### config.mk
export PLATFORM = sky130hd
export DESIGN_NAME = wb_port_arbiter_flat
export DESIGN_NICKNAME = d
export VERILOG_FILES = /design/src/rtl/wb_port_arbiter_pkg.sv /design/src/rtl/wb_port_arbiter_if.sv /design/src/rtl/wb_port_arbiter_prio_pick.sv /design/src/rtl/wb_port_arbiter.sv /design/src/flat_wrapper.sv
export SDC_FILE = /design/constraint.sdc
export NUM_CORES = 1
export LEC_CHECK = 0
export BUFFER_PORTS_ARGS = -buffer_cell sky130_fd_sc_hd__buf_2
export CORE_UTILIZATION = 43
export DETAILED_ROUTE_END_ITERATION = 12
export PLACE_DENSITY = 0.82
export SLEW_MARGIN = 0
export SYNTH_ARGS = -nofsm -noshare
export SYNTH_HDL_FRONTEND = slang
export SYNTH_SLANG_ARGS = --single-unit
### constraint.sdc
create_clock -name clk -period 2.8 [get_ports clk]
set_input_delay 0.14 -clock clk [delete_from_list [all_inputs] [get_ports clk]]
set_output_delay 0.14 -clock clk [all_outputs]
set_load 0.03 [all_outputs]
### src/rtl/wb_port_arbiter_pkg.sv
// Shared writeback constants: source/select encoding and datapath widths.
// The writeback mux select encoder imports the same constants.
package wb_pkg;

  localparam int NSRC = 5;
  localparam int XLEN = 32;
  localparam int SELW = 3;

  localparam logic [SELW-1:0] WB_ALU   = 3'd0;
  localparam logic [SELW-1:0] WB_LOAD  = 3'd1;
  localparam logic [SELW-1:0] WB_PC4   = 3'd2;
  localparam logic [SELW-1:0] WB_PCIMM = 3'd3;
  localparam logic [SELW-1:0] WB_IMM   = 3'd4;

endpackage

### src/rtl/wb_port_arbiter_if.sv
// Writeback sources on one side and the registered register-file write port
// on the other. The arbiter takes the slave view.
interface wb_port_arbiter_if import wb_pkg::*; ();

  logic [NSRC-1:0]      src_valid;
  logic [5*NSRC-1:0]    src_rd;
  logic [XLEN*NSRC-1:0] src_data;
  logic [NSRC-1:0]      src_ready;
  logic                 stall;
  logic                 rf_we;
  logic [4:0]           rf_rd;
  logic [XLEN-1:0]      rf_wdata;
  logic [SELW-1:0]      rf_sel;
  logic                 starve_grant;

  modport slave (
    input  src_valid, src_rd, src_data, stall,
    output src_ready, rf_we, rf_rd, rf_wdata, rf_sel, starve_grant
  );

  modport master (
    output src_valid, src_rd, src_data, stall,
    input  src_ready, rf_we, rf_rd, rf_wdata, rf_sel, starve_grant
  );

endinterface

### src/rtl/wb_port_arbiter_prio_pick.sv
// Combinational highest-index picker: one-hot and binary index of the
// highest set request bit.
module wb_prio_pick import wb_pkg::*; (
  input  logic [NSRC-1:0] req,
  output logic [NSRC-1:0] onehot,
  output logic [SELW-1:0] idx,
  output logic            any
);

  // Later iterations overwrite earlier ones, so the highest index wins.
  always_comb begin
    onehot = '0;
    idx    = '0;
    any    = 1'b0;
    for (int i = 0; i < NSRC; i++) begin
      if (req[i]) begin
        onehot    = '0;
        onehot[i] = 1'b1;
        idx       = SELW'(i);
        any       = 1'b1;
      end
    end
  end

endmodule

### src/rtl/wb_port_arbiter.sv
// Fixed-priority (highest index) arbiter for the shared register-file write
// port, with per-source starvation override and a registered output stage.
module wb_port_arbiter import wb_pkg::*; #(
  parameter int STARVE_LIMIT = 4
) (
  input  logic               clk,
  input  logic               rst,
  wb_port_arbiter_if.slave   bus
);

  logic [3:0]      wcnt [NSRC];
  logic [NSRC-1:0] starved;
  logic [NSRC-1:0] norm_oh;
  logic [NSRC-1:0] starve_oh;
  logic [NSRC-1:0] grant;
  logic [SELW-1:0] norm_idx;
  logic [SELW-1:0] starve_idx;
  logic [SELW-1:0] grant_idx;
  logic            norm_any;
  logic            starve_any;
  logic            granted;
  logic [4:0]      pick_rd;
  logic [XLEN-1:0] pick_data;

  // Gate with valid so a counter still at the limit after valid drops cannot
  // produce a grant to an idle source.
  always_comb begin
    starved = '0;
    for (int i = 0; i < NSRC; i++) begin
      starved[i] = bus.src_valid[i] && (wcnt[i] == 4'(STARVE_LIMIT));
    end
  end

  wb_prio_pick u_norm_pick (
    .req    (bus.src_valid),
    .onehot (norm_oh),
    .idx    (norm_idx),
    .any    (norm_any)
  );

  wb_prio_pick u_starve_pick (
    .req    (starved),
    .onehot (starve_oh),
    .idx    (starve_idx),
    .any    (starve_any)
  );

  always_comb begin
    grant     = '0;
    grant_idx = norm_idx;
    granted   = !rst && !bus.stall && norm_any;
    if (granted) begin
      if (starve_any) begin
        grant     = starve_oh;
        grant_idx = starve_idx;
      end else begin
        grant     = norm_oh;
      end
    end
  end

  assign bus.src_ready = grant;

  always_comb begin
    pick_rd   = '0;
    pick_data = '0;
    for (int i = 0; i < NSRC; i++) begin
      if (grant[i]) begin
        pick_rd   = bus.src_rd[5*i +: 5];
        pick_data = bus.src_data[XLEN*i +: XLEN];
      end
    end
  end

  // Counters keep running under stall so a starved source wins the first
  // cycle the register file frees up.
  always_ff @(posedge clk) begin
    for (int i = 0; i < NSRC; i++) begin
      if (rst || !bus.src_valid[i] || grant[i]) begin
        wcnt[i] <= '0;
      end else if (wcnt[i] != 4'(STARVE_LIMIT)) begin
        wcnt[i] <= wcnt[i] + 4'd1;
      end
    end
  end

  // Address, data and select hold across idle cycles; only the enables drop.
  always_ff @(posedge clk) begin
    if (rst) begin
      bus.rf_we        <= 1'b0;
      bus.rf_rd        <= '0;
      bus.rf_wdata     <= '0;
      bus.rf_sel       <= WB_ALU;
      bus.starve_grant <= 1'b0;
    end else if (granted) begin
      bus.rf_we        <= (pick_rd != 5'd0);
      bus.rf_rd        <= pick_rd;
      bus.rf_wdata     <= pick_data;
      bus.rf_sel       <= grant_idx;
      bus.starve_grant <= starve_any;
    end else begin
      bus.rf_we        <= 1'b0;
      bus.starve_grant <= 1'b0;
    end
  end

endmodule
### src/flat_wrapper.sv
// flat-port wrapper written by rule: the top's interface ports become plain ports
module wb_port_arbiter_flat import wb_pkg::*;
#(
  parameter int STARVE_LIMIT = 4
)
  (clk, rst, bus_src_valid, bus_src_rd, bus_src_data, bus_stall, bus_src_ready, bus_rf_we, bus_rf_rd, bus_rf_wdata, bus_rf_sel, bus_starve_grant);
  wb_port_arbiter_if bus_i ();
  input  logic clk;
  input  logic rst;
  input wire logic [$bits(bus_i.src_valid)-1:0] bus_src_valid;
  input wire logic [$bits(bus_i.src_rd)-1:0] bus_src_rd;
  input wire logic [$bits(bus_i.src_data)-1:0] bus_src_data;
  input wire logic [$bits(bus_i.stall)-1:0] bus_stall;
  output wire logic [$bits(bus_i.src_ready)-1:0] bus_src_ready;
  output wire logic [$bits(bus_i.rf_we)-1:0] bus_rf_we;
  output wire logic [$bits(bus_i.rf_rd)-1:0] bus_rf_rd;
  output wire logic [$bits(bus_i.rf_wdata)-1:0] bus_rf_wdata;
  output wire logic [$bits(bus_i.rf_sel)-1:0] bus_rf_sel;
  output wire logic [$bits(bus_i.starve_grant)-1:0] bus_starve_grant;
  assign bus_i.src_valid = bus_src_valid;
  assign bus_i.src_rd = bus_src_rd;
  assign bus_i.src_data = bus_src_data;
  assign bus_i.stall = bus_stall;
  assign bus_src_ready = bus_i.src_ready;
  assign bus_rf_we = bus_i.rf_we;
  assign bus_rf_rd = bus_i.rf_rd;
  assign bus_rf_wdata = bus_i.rf_wdata;
  assign bus_rf_sel = bus_i.rf_sel;
  assign bus_starve_grant = bus_i.starve_grant;
  wb_port_arbiter #(.STARVE_LIMIT(STARVE_LIMIT)) u_core (.clk(clk), .rst(rst), .bus(bus_i));
endmodule
==> impl_metrics.tcl, run 1 <==
set metrics [dict create \
    outcome "finished, final reports clean" \
    r2r_end "u_core.bus.rf_we$_SDFF_PP0_" \
    drt_wl_total_mm 12.46 \
    hpwlAfterDp_mm 9.609 \
    globalRouteMet1Util 0.3155 \
    finalHoldViolations 0 \
    relSlewSlack 0.6215 \
    reg2regPathDepth 11 \
    clock-sinks 62 \
    cpMaxStageDelayCell "edfxtp_1" \
    grt.busiest_layer "met2" \
    crit_chain "inv_1 > ha_1 > nand4b_1 > nand4_1 > o21a_1 > inv_1 > buf_4 > buf_2" \
    ctsHtreeMaxLevel 3 \
    cts_buffer_depth 2 \
    routed_via_density 5.732 \
    yosysSeqAreaShare 0.3979 \
    yosysTopAreaCellShare 0.2321 \
    setup_tns_ns 0 \
    drtPass1Iterations 5 \
    fin_ws_ns 0.1472 \
    path_depth 8 \
    p_int_w 0.001621 \
    ir_drop_uv 235.4 \
    synth_cells 411 \
    slowest_delay_ns 0.40 \
    n_fill_cell 756 \
    cts_tree "done" \
    synth.area.top_cells "dfxtp_1, edfxtp_1, a221oi_1" \
    switching_power_w 0.0006396 \
    clkTransAtPathRegs_ns 0.07 \
    die_y_um 93.78 \
    design.core.area_sq_um 8175 \
    die_area_sq_um 8795 \
    worstSetupEndpointType "primary output" \
    track_usage 0.2800 \
    fin_crit_sh 0.9474 \
    mostFrequentLayoutCells "buf_2, nor2_1, nand2_1, dfxtp_1, a221oi_1" \
    ys_ff_latch 62 \
    grt_max_degree 51 \
    max_cap_viol_count 0 \
    synth-async-reset-ratio 0 \
    syn_area_per_cell_sq_um 8.813 \
    setup.worst_path.end "bus_src_ready[4]" \
    clock_latency_ns 0.34 \
    pwr-share-comb 0.210 \
    die_x_um 93.78 \
    grt_pass1_vias 4045 \
    grt_remaining_overflow 0 \
    yosysWarnings 0 \
    rsz0062_at_grt "false" \
    port_buffers 239 \
    dr.first_iter.drc_count 202 \
    p_per_area_nw_per_um2 436.5 \
    setup_viol 0 \
    initial_core_util 0.4431 \
    synth_cell_type_count 45 \
    hold_ws_ns 0.05681 \
    fmax_ghz 0.3770 \
    path_buf_inv 4 \
    layout-drive-gt1-share 0.4275 \
    grt_use_met3 0.05097 \
    arrival_ns 2.51 \
    wl_per_cell_um 16.55 \
    cts_root_buf "clkbuf_8" \
    place.gp.congestion 0.8219 \
    slew_violations 0 \
    cp_top_family "buffers and inverters" \
    io_pins 240 \
    leakagePower_nw 2.348 \
    cp_common_cell "inv_1" \
    start_kind "flip-flop" \
    final_common_cell "buf_2" \
    grt_pass1_wl_mm 19.00 \
    worst_pin_slew_ns 0.5677 \
    cts_buffers 9 \
    skew_ns 0.01295 \
    startpoint "u_core.wcnt[4][0]$_SDFFCE_PN0P_" \
    synth_area_leader_cell "dfxtp_1" \
    drtAntennaViolNets 0 \
    n_antenna_cell 0 \
    seqPwrFrac 0.442 \
    power.total_w 0.002261 \
    antenna_found_initial 0 \
    cp_max_fo 21 \
    area_growth_pct 43.01 \
    fin_nets 846 \
    r2r-start "u_core.wcnt[4][0]$_SDFFCE_PN0P_" \
    hold_path_class "in2reg" \
    drc 0 \
    use_met2 0.5243 \
    synthFlopType "dfxtp_1" \
    postCtsSetupBuffers 0 \
    syn-num-nets 614 \
    syn_area_sq_um 3622 \
    r2r_setup_slack_ns 0.24 \
    vias 4316 \
    clkPwrFrac 0.349 \
    period_needed_ns 2.653 \
    critical_path_class "reg2out" \
    row_count 33 \
    synth-edff-count 20 \
    required_ns 2.66 \
    sw_frac_of_total 0.2829 \
    dp_slack_ns 0.2628 \
]
[area by class of cell]
cell class / instances / area (sq um) / area share
multi-input cells: 300 / 1992 / 0.3845
flip-flops and latches: 62 / 1441 / 0.2783
repair buffers: 254 / 1350 / 0.2606
clock buffers: 14 / 193.9 / 0.03744
well taps: 105 / 131.4 / 0.02536
inverters: 16 / 60.06 / 0.01159
clock inverters: 2 / 11.26 / 0.002174
[power by group through the flow]
stage	Combinational (W)	Sequential [W]	Clock, W
detailed placement	0.000472	0.00102	0
global placement	0.000463	0.00102	0
floorplan	0.000160	0.00109	0
finish	0.000474	0.000998	0.000789
global route	0.000513	0.00100	0.000847
CTS	0.000474	0.000998	0.000807
[tightest hold or removal path, stage by stage]
cell and delay (ns):
buf_2 0.09, nand2_1 0.04, a311oi_1 0.07
[state kept, by name, indices dropped and copies added (netlist names)]
name	cells
u_core.bus.rf_rd	5
u_core.bus.rf_sel	3
u_core.bus.rf_wdata	32
u_core.bus.rf_we	1
u_core.bus.starve_grant	1
u_core.wcnt	20
[through the flow]
stage / instances / util / area [sq um]
after CTS: 753 / 0.6332 / 5176
after floorplan: 411 / - / 3622
final: 753 / 0.6336 / 5180
after detailed placement: 737 / 0.6081 / 4971
after global routing: 753 / 0.6336 / 5180
after global placement: 737 / 0.6081 / 4971
[worst min-delay path by stage]
| stage | start | to | slack (ns) | depth (start not counted) |
|---|---|---|---|---|
| final | bus_src_data[108] | u_core.bus.rf_wdata[12]$_SDFFE_PP0P_ | 0.06 | 3 |
| after CTS | bus_src_data[108] | u_core.bus.rf_wdata[12]$_SDFFE_PP0P_ | 0.04 | 3 |
| after floorplan | bus_src_rd[21] | u_core.bus.rf_we$_SDFF_PP0_ | 0.29 | 2 |
| after global placement | bus_src_rd[21] | u_core.bus.rf_we$_SDFF_PP0_ | 0.40 | 3 |
| after global routing | bus_src_data[96] | u_core.bus.rf_wdata[0]$_SDFFE_PP0P_ | 0.06 | 3 |
| after detailed placement | bus_src_rd[21] | u_core.bus.rf_we$_SDFF_PP0_ | 0.41 | 3 |
[metal layers]
| metal | wire, um | part of all wire |
|---|---|---|
| met5 | 0 | 0 |
| met4 | 138 | 0.011 |
| met3 | 873 | 0.070 |
| met2 | 6435 | 0.52 |
| met1 | 5014 | 0.40 |
[synth_stat cells (3+ instances only)]
master,number
dfxtp_1,42
nand3_1,11
nand2_1,46
edfxtp_1,20
a221oi_1,34
ha_1,10
nand4b_1,6
buf_2,16
xnor2_1,5
o21ai_0,7
a21oi_1,7
a222oi_1,5
nor4_1,3
nor3_1,3
nor2_1,62
clkbuf_1,15
a311oi_1,32
inv_1,16
xor2_1,5
a22oi_1,33
[cell families after synthesis]
logic type | after synthesis | synth area share
fa+ha+maj | 10 | 0.03454
compound gates | 127 | 0.2843
flops | 62 | 0.3979
buf+inv | 49 | 0.06045
simple gates | 152 | 0.1959
mux | 1 | 0.002763
xor+xnor | 10 | 0.02418
[what timing repair did]
item                       4_1_cts  5_1_grt
hold buffers                     0        0
setup endpoints to repair        0        1
resized for setup                0        1
No activity file was read; power rests on OpenSTA's default activity.
==> run 2, diff against run 1 <==
--- a/config.mk
+++ b/config.mk
@@ -6,9 +6,11 @@
 export NUM_CORES = 1
 export LEC_CHECK = 0
 export BUFFER_PORTS_ARGS = -buffer_cell sky130_fd_sc_hd__buf_2
+export CORE_ASPECT_RATIO = 1.75
 export CORE_UTILIZATION = 43
 export DETAILED_ROUTE_END_ITERATION = 12
 export PLACE_DENSITY = 0.82
+export REMOVE_ABC_BUFFERS = 1
 export SLEW_MARGIN = 0
 export SYNTH_ARGS = -nofsm -noshare
 export SYNTH_HDL_FRONTEND = slang
==> impl_metrics.tcl, run 2 (synthesis results as in run 1) <==
set metrics [dict create \
    outcome "finished with violations" \
    violations "DRC" \
    globalRouteMet1Util 0.3354 \
    die_x_um 71.38 \
    grt_pass1_wl_mm 20.73 \
    reg2regPathDepth 11 \
    ir_drop_uv 376.6 \
    mostFrequentLayoutCells "buf_2, nor2_1, nand2_1, dfxtp_1, a221oi_1" \
    relSlewSlack 0.4189 \
    grt_use_met3 0.07498 \
    dr.first_iter.drc_count 417 \
    fin_ws_ns 0.2072 \
    grt_max_degree 32 \
    cts_resized 0 \
    routed_via_density 5.961 \
    crit_chain "inv_1 > ha_1 > nand4b_1 > nand4_1 > buf_4 > a211oi_4 > buf_4 > buf_2" \
    max_cap_viol_count 0 \
    cpMaxStageDelayCell "edfxtp_1" \
    dp.cells 723 \
    slowest_delay_ns 0.40 \
    reg_top3 "u_core.bus.rf_wdata x32, u_core.wcnt x20, u_core.bus.rf_rd x5" \
    final_common_cell "buf_2" \
    grt.busiest_layer "met2" \
    fmax_ghz 0.3857 \
    n_antenna_cell 0 \
    rsz0062_at_grt "false" \
    drtAntennaViolNets 0 \
    period_needed_ns 2.593 \
    antenna_found_initial 0 \
    clkTransAtPathRegs_ns 0.06 \
    path_depth 8 \
    cts_root_buf "clkbuf_16" \
    layout-drive-gt1-share 0.4284 \
    fin_cells 741 \
    hold_path_class "in2reg" \
    initial_core_util 0.4386 \
    place.gp.congestion 0.9545 \
    r2r-start "u_core.wcnt[3][0]$_SDFFCE_PN0P_" \
    die_area_sq_um 8809 \
    p_per_area_nw_per_um2 499.8 \
    setup_viol 0 \
    largest_reg_flops 32 \
    path_buf_inv 4 \
    io_pins 240 \
    regMostFlops "u_core.bus.rf_wdata" \
    fin_crit_sh 0.9260 \
    utilization 0.6361 \
    ctsHtreeMaxLevel 3 \
    cts_buffer_depth 2 \
    skew_ns 0.01139 \
    cp_max_fo 21 \
    clock_latency_ns 0.33 \
    start_kind "flip-flop" \
    drt_wl_total_mm 13.47 \
    startpoint "u_core.wcnt[3][0]$_SDFFCE_PN0P_" \
    clock-sinks 62 \
    leakagePower_nw 2.397 \
    cts_buffers 9 \
    hold_path_depth 3 \
    port_buffers 239 \
    vias 4417 \
    worstSetupEndpointType "primary output" \
    wl_per_cell_um 18.17 \
    drtPass1Iterations 10 \
    cp_top_family "buffers and inverters" \
    worst_pin_slew_ns 0.8708 \
    drc 12 \
    use_met2 0.5357 \
    power.total_w 0.002625 \
    die_y_um 123.4 \
    hpwlAfterDp_mm 10.22 \
    finalHoldViolations 0 \
    slew_violations 0 \
    track_usage 0.3074 \
    postCtsHoldBufs 0 \
    row_count 44 \
    grt_pass1_vias 4375 \
    cp_common_cell "buf_4" \
    cts_tree "done" \
    grt_remaining_overflow 0 \
    required_ns 2.66 \
    dp_slack_ns 0.3359 \
    hp-start "bus_src_rd[21]" \
    fin_nets 847 \
    design.core.area_sq_um 8258 \
    area_growth_pct 45.01 \
    arrival_ns 2.45 \
    critical_path_class "reg2out" \
]
[run 2: changes by cell type in the layout (fill, tap and decap cells not counted)]
cell	previous run	this run
buf_12	3	1
clkbuf_16	1	10
buf_6	1	0
buf_4	11	15
clkinv_2	1	0
clkbuf_8	12	4
[run 2: per-stage QoR]
stage,hold WS [ns],cell area (sq um),setup TNS (ns)
6_report,0.06885,5253,0
5_1_grt,0.07699,5253,0
4_1_cts,0.07116,5238,0
3_5_place_dp,0.4129,4922,0
3_3_place_gp,0.4074,4922,0
2_1_floorplan,0.2091,3463,-74.94
[run 2: layout make-up]
| class | instances | area (sq um) |
|---|---|---|
| inverters | 16 | 60.06 |
| clock inverters | 1 | 6.256 |
| well taps | 92 | 115.1 |
| flip-flops and latches | 62 | 1441 |
| fillers | 710 | 3005 |
| clock buffers | 15 | 309.0 |
| repair buffers | 255 | 1329 |
| multi-input cells | 300 | 1992 |
[run 2: path summary, 6_finish.rpt]
| path | to | slack (ns) |
|---|---|---|
| max | bus_src_ready[0] | 0.21 |
| min | u_core.bus.rf_we$_SDFF_PP0_ | 0.07 |
| max reg2reg | u_core.bus.rf_we$_SDFF_PP0_ | 0.28 |
| min reg2reg | u_core.bus.rf_rd[0]$_SDFFE_PP0P_ | 0.45 |
[run 2: what timing repair did]
item / 4_1_cts / 5_1_grt
hold endpoints to repair: 0 / 0
buffers inserted: 0 / 2
setup endpoints to repair: 0 / 2
[run 2: per-layer routing]
| metal | wire length [um] | share of wire |
|---|---|---|
| met5 | 0 | 0 |
| met4 | 516 | 0.038 |
| met3 | 1188 | 0.088 |
| met2 | 6905 | 0.51 |
| met1 | 4856 | 0.36 |
[run 2: where the power goes]
part	internal, W	switching, W	leakage [nW]
clock	0.000751	0.000396	0.158
combinational	0.000200	0.000277	1.65
sequential	0.000974	0.0000272	0.589
total	0.00193	0.000700	2.40
[run 2: tightest hold or removal path: stages]
cell and delay [ns]:
buf_2 0.09, a211oi_1 0.06, nand4_1 0.08
